===== config.mk =====
export PLATFORM = sky130hd
export DESIGN_NAME = gpio_input_filter
export DESIGN_NICKNAME = d
export VERILOG_FILES = /design/src/rtl/gpio_input_filter.sv
export SDC_FILE = /design/constraint.sdc
export NUM_CORES = 1
export LEC_CHECK = 0
export ABC_AREA = 1
export BUFFER_PORTS_ARGS = -buffer_cell sky130_fd_sc_hd__buf_2
export CAP_MARGIN = 15
export CORE_ASPECT_RATIO = 1.25
export CORE_UTILIZATION = 53
export CTS_CLUSTER_DIAMETER = 30
export CTS_CLUSTER_SIZE = 12
export DETAILED_ROUTE_END_ITERATION = 8
export GPL_TIMING_DRIVEN = 0
export PLACE_DENSITY = 0.69
export REMOVE_ABC_BUFFERS = 1
export SLEW_MARGIN = 20
export SYNTH_ARGS = -nofsm -noshare
export SYNTH_HDL_FRONTEND = slang
export SYNTH_SLANG_ARGS = --single-unit

===== constraint.sdc =====
create_clock -name clk_i -period 4.2 [get_ports clk_i]
set_input_delay 1.05 -clock clk_i [delete_from_list [all_inputs] [get_ports clk_i]]
set_output_delay 1.05 -clock clk_i [all_outputs]
set_load 0.01 [all_outputs]

===== src/rtl/gpio_input_filter.sv =====
// gpio_input_filter: per-pin input conditioning for the GPIO peripheral.
// Each raw pad input passes through a two-flop synchroniser. It is then
// either forwarded directly (bypass) or debounced by a per-pin stability
// counter that advances on ticks of a shared prescaler. The accepted level
// drives gpio_o. A registered one-cycle change pulse is raised on the same
// edge on which gpio_o changes.

module gpio_input_filter #(
    // Pin count; must match the GPIO peripheral instance this block feeds.
    parameter int unsigned NrGPIOs    = 32,
    parameter int unsigned CntWidth   = 8,
    parameter int unsigned PrescWidth = 16
) (
    input  logic                  clk_i,
    input  logic                  rst_i,
    input  logic [NrGPIOs-1:0]    pad_i,
    input  logic [NrGPIOs-1:0]    filt_en_i,
    input  logic [CntWidth-1:0]   threshold_i,
    input  logic [PrescWidth-1:0] prescale_i,
    output logic [NrGPIOs-1:0]    gpio_o,
    output logic [NrGPIOs-1:0]    change_o
);

    localparam logic [PrescWidth-1:0] PrescOne = {{(PrescWidth-1){1'b0}}, 1'b1};
    localparam logic [CntWidth:0]     CntOne   = {{CntWidth{1'b0}}, 1'b1};

    logic [NrGPIOs-1:0]    s1_q, s1_d;
    logic [NrGPIOs-1:0]    s2_q, s2_d;
    logic [NrGPIOs-1:0]    stable_q, stable_d;
    logic [NrGPIOs-1:0]    change_q, change_d;
    logic [PrescWidth-1:0] presc_q, presc_d;
    logic [CntWidth-1:0]   cnt_q [NrGPIOs];
    logic [CntWidth-1:0]   cnt_d [NrGPIOs];
    logic [CntWidth:0]     cnt_inc_s [NrGPIOs];
    logic [CntWidth:0]     thr_eff_s;
    logic                  tick_s;

    // Synchroniser next-state: plain two-stage shift of the pad inputs.
    always_comb begin
        s1_d = pad_i;
        s2_d = s1_q;
    end

    // Effective threshold widened by one bit; a programmed 0 behaves as 1.
    always_comb begin
        if (threshold_i == {CntWidth{1'b0}}) begin
            thr_eff_s = CntOne;
        end else begin
            thr_eff_s = {1'b0, threshold_i};
        end
    end

    // Shared prescaler: >= compare so a lowered reload wraps at once.
    always_comb begin
        tick_s = (presc_q >= prescale_i);
        if (tick_s) begin
            presc_d = {PrescWidth{1'b0}};
        end else begin
            presc_d = presc_q + PrescOne;
        end
    end

    // Per-pin filter decision: bypass, reset count, hold, accept or count.
    always_comb begin
        stable_d = stable_q;
        for (int i = 0; i < NrGPIOs; i++) begin
            cnt_inc_s[i] = {1'b0, cnt_q[i]} + CntOne;
            cnt_d[i]     = cnt_q[i];
            if (!filt_en_i[i]) begin
                stable_d[i] = s2_q[i];
                cnt_d[i]    = {CntWidth{1'b0}};
            end else if (s2_q[i] == stable_q[i]) begin
                cnt_d[i]    = {CntWidth{1'b0}};
            end else if (!tick_s) begin
                cnt_d[i]    = cnt_q[i];
            end else if (cnt_inc_s[i] >= thr_eff_s) begin
                stable_d[i] = s2_q[i];
                cnt_d[i]    = {CntWidth{1'b0}};
            end else begin
                cnt_d[i]    = cnt_inc_s[i][CntWidth-1:0];
            end
        end
        change_d = stable_d ^ stable_q;
    end

    // State registers; synchronous reset clears everything including the synchroniser.
    always_ff @(posedge clk_i) begin
        if (rst_i) begin
            s1_q     <= {NrGPIOs{1'b0}};
            s2_q     <= {NrGPIOs{1'b0}};
            stable_q <= {NrGPIOs{1'b0}};
            change_q <= {NrGPIOs{1'b0}};
            presc_q  <= {PrescWidth{1'b0}};
            for (int i = 0; i < NrGPIOs; i++) begin
                cnt_q[i] <= {CntWidth{1'b0}};
            end
        end else begin
            s1_q     <= s1_d;
            s2_q     <= s2_d;
            stable_q <= stable_d;
            change_q <= change_d;
            presc_q  <= presc_d;
            for (int i = 0; i < NrGPIOs; i++) begin
                cnt_q[i] <= cnt_d[i];
            end
        end
    end

    assign gpio_o   = stable_q;
    assign change_o = change_q;

endmodule


==> impl_results.md <==
- Status: finished, final reports clean
- Worst Hold Margin: 400 ps
- Crit. End Element: register
- GRT Overall Usage: 25.5%
- Worst Path Arrival: roughly 4500 ps
- Average size of a mapped cell: between 6 and 7 um2
- Final hold vios: 0
- RSZ-0062 raised after global routing: no
- Non-Filler Instances: between 4000 and 5000
- Clock skew: 22.1 ps
- Worst-path maximum fanout: between 40 and 50
- Worst hold path class: register to register
- Static leakage: between 10 and 15 nW
- Via count: roughly 25000
- Die area: just over 50000 um2
- Placed inst area: 27600 um2
- R2R setup slack: 550 ps
- Clk Latency, worst-skew pair: 630 ps
- Initial Util: 54.0%
- Clk slew on worst S/H paths: 50 ps
- Comb pwr share: 5.0%
- Initial antenna violation count: 1
- Switch Pwr: 2.75 mW
- Synth warn: 0
- Dpl hpwl: 41600 um
- Number of placed instances, taps included: 4630
- VDD IR-drop max: 0.287 mV
- First-pass GRT wire length: 108000 um
- Root Buffer: clkbuf_16
- Layout cells sized above 1: roughly a tenth
- Relative max-transition margin: 29.8%
- CTS tree: done
- Top Ports: 154
- CTS Buffer Depth: 3
- Crit. Startpoint: threshold_i[6]
- Maximum clock frequency: 254 MHz
- Area delta synth->final: 17.4%
- DR DRC count: 0
- Fin. max-slew vios: 0
- Hold Path End: s2_q[27]
- CP cell instances: buf_4, inv_4, a41o_2, buf_12, ha_1, o21ai_0, nand3b_1, nand2_1, nand3_1, nand2_1, nand2_1, nand2_1, nand2_1, nor2_2, nand2_1, a21oi_1
- Largest net degree at the start of global routing: between 90 and 100
- Sequential fraction of the synthesis area: 30.6%
- Startpoint of the worst hold path: s1_q[27]
- PwrDens: ~380 nW/um2
- Post-Route WL: 64000 um
- Internal: about 9 mW
- Final Critical Period: 3930 ps
- CP Launch Type: input port
- Avg WL per Cell: 13.4 um
- Gate Count Post-Synth: 3914
- Die W: 201 um
- Vias per cell: 5.14
- Most frequent CP cell: nand2_1
- Mapped cell area: 26200 um2
- # port buffers: around 150
- Sequential share of power: 33.0%
- Row cnt: 90
- # fillers: 4633
- Max-capacitance violation count: 0
- Worst-Margin Slew: 1040 ps
- Post-synthesis register bit count: 400
- Total Power: 11.8 mW
- Routed Antenna Nets: 0
- Die Height: 251 um
- Final setup violation count: 0
- Worst EP required: approximately 4800 ps
- R2R Path End: presc_q[3]
- Total CTS buffers: 86
- Critical-path top delay cell: a41o_2
- CP max stage delay: 580 ps
- Reg2reg start: presc_q[13]
- Clock sinks: 400
- Net Sw Frac: 23.3%
- DR pass1 iterations: 6
- Total gr overflow: 0
- Vias in the first global route: 23300
- CORE AREA: roughly 49000 um2
- Hold path cells: 2
- Design area: 30800 um2
- H-tree levels: 3
- Final cycle utilization of the critical path: ~94%
- 1st-iter DRT viols: 1130
- Yosys cell types: 47
- Critical path type: input port to register
- GPL Wtd Cong: 0.850
- Fin util: ~63%
- Layout net count: 4376
- R2R depth: 14
- Clock share of power: 62.0%
-- per-stage QoR --
stage	TNS, ps	setup slack, ps
final	0	267
after global routing	0	47.7
after CTS	0	172
after detailed placement	-29320	-480
after global placement	-3730170	-15310
after floorplan	-1822630	-7500
-- layer usage --
metal	share of wire, %	GRT usage [%]	vias to the layer above	wire length (um)
li1	-	-	13000	-
met3	4.0	3.81	125	2530
met5	0	0	-	0
met4	2.7	10.2	0	1740
met2	49	46.8	393	31600
met1	44	29.3	11100	28100
-- worst max path at each step --
stage / cells after the start / to
detailed placement: 16 / presc_q[9]
global route: 16 / cnt_q[0][53]
CTS: 16 / presc_q[9]
floorplan: 11 / presc_q[11]
finish: 16 / cnt_q[0][53]
global placement: 10 / presc_q[15]
-- registers in the layout (all words and copies together), names as in the netlist --
register	flops
cnt_q	256
presc_q	16
change_o	32
s2_q	32
s1_q	32
gpio_o	32
-- area by class of cell --
class                      count  area, um2  area share (%)
multi-input combinational   2811      15400            50.1
sequential                   400       8010            26.0
clock buffer                 109       2350            7.64
inverter                     611       2310            7.52
timing repair buffer         164       1040            3.39
clock inverter                49        823            2.68
tap                          644        806            2.62
antenna                        1       2.50         0.00814
-- synthesized netlist by cell type (all sizes together) --
library cell	n	share of area (%)
clkinv	1	0.014
or2	28	0.67
a31oi	3	0.072
xor2	90	3.0
a21oi	370	7.1
nor2	340	5.6
buf	74	1.6
nand2	966	14
nand3b	28	0.80
clkbuf	18	0.28
nor4	1	0.024
nor3	55	1.1
o21bai	23	0.66
o21ai	183	3.5
nand4	110	2.6
or3	1	0.024
xnor2	32	1.1
dfxtp	400	31
o22ai	1	0.024
inv	610	8.7
o211ai	1	0.029
o31a	1	0.033
nor3b	9	0.26
ha	212	10
a21boi	40	1.1
nand3	283	5.8
o21a	31	0.89
a31o	1	0.033
a41o	1	0.038
a21o	1	0.029
-- power groups by stage --
stage               combinational (mW)  sequential [mW]  clock, mW
floorplan                        0.318             3.98          0
global placement                 0.569             3.97          0
detailed placement               0.589             3.97          0
CTS                              0.595             3.90       7.42
global route                     0.667             3.90       7.62
finish                           0.586             3.90       7.32
-- critical path: cells and delay by family --
kind | cells | cell delay (ps)
AOI/OAI and AO/OA | 3 | 890
adders and majority gates | 1 | 290
buffers and inverters | 3 | 1260
and+or+nand+nor | 9 | 920
-- logic make-up after synthesis --
kind of cell,synth area share (%)
AOI/OAI and AO/OA,13.5
xor gates and xnor gates,4.08
adders and majority gates,10.1
buffers and inverters,10.7
DFF,30.6
and+or+nand+nor,31.0
-- placed cells by master, fill, tap and decap left out, drive strengths merged, types with 31 or more instances in the layout --
cell type    n
buf        164
ha         212
nor3        55
inv        620
dfxtp      400
nand2      966
nor2       340
o21ai      183
a21oi      370
nand4      110
xnor2       32
xor2        90
o21a        31
a21boi      40
nand3      283
clkbuf     109
-- what timing repair did --
item / 4_1_cts / 5_1_grt
hold buffers: 0 / 0
gates resized for setup: 0 / 1
buffers inserted: 0 / 0
endpoints found under the setup margin: 0 / 14
Power figures use the tool's default switching activity.
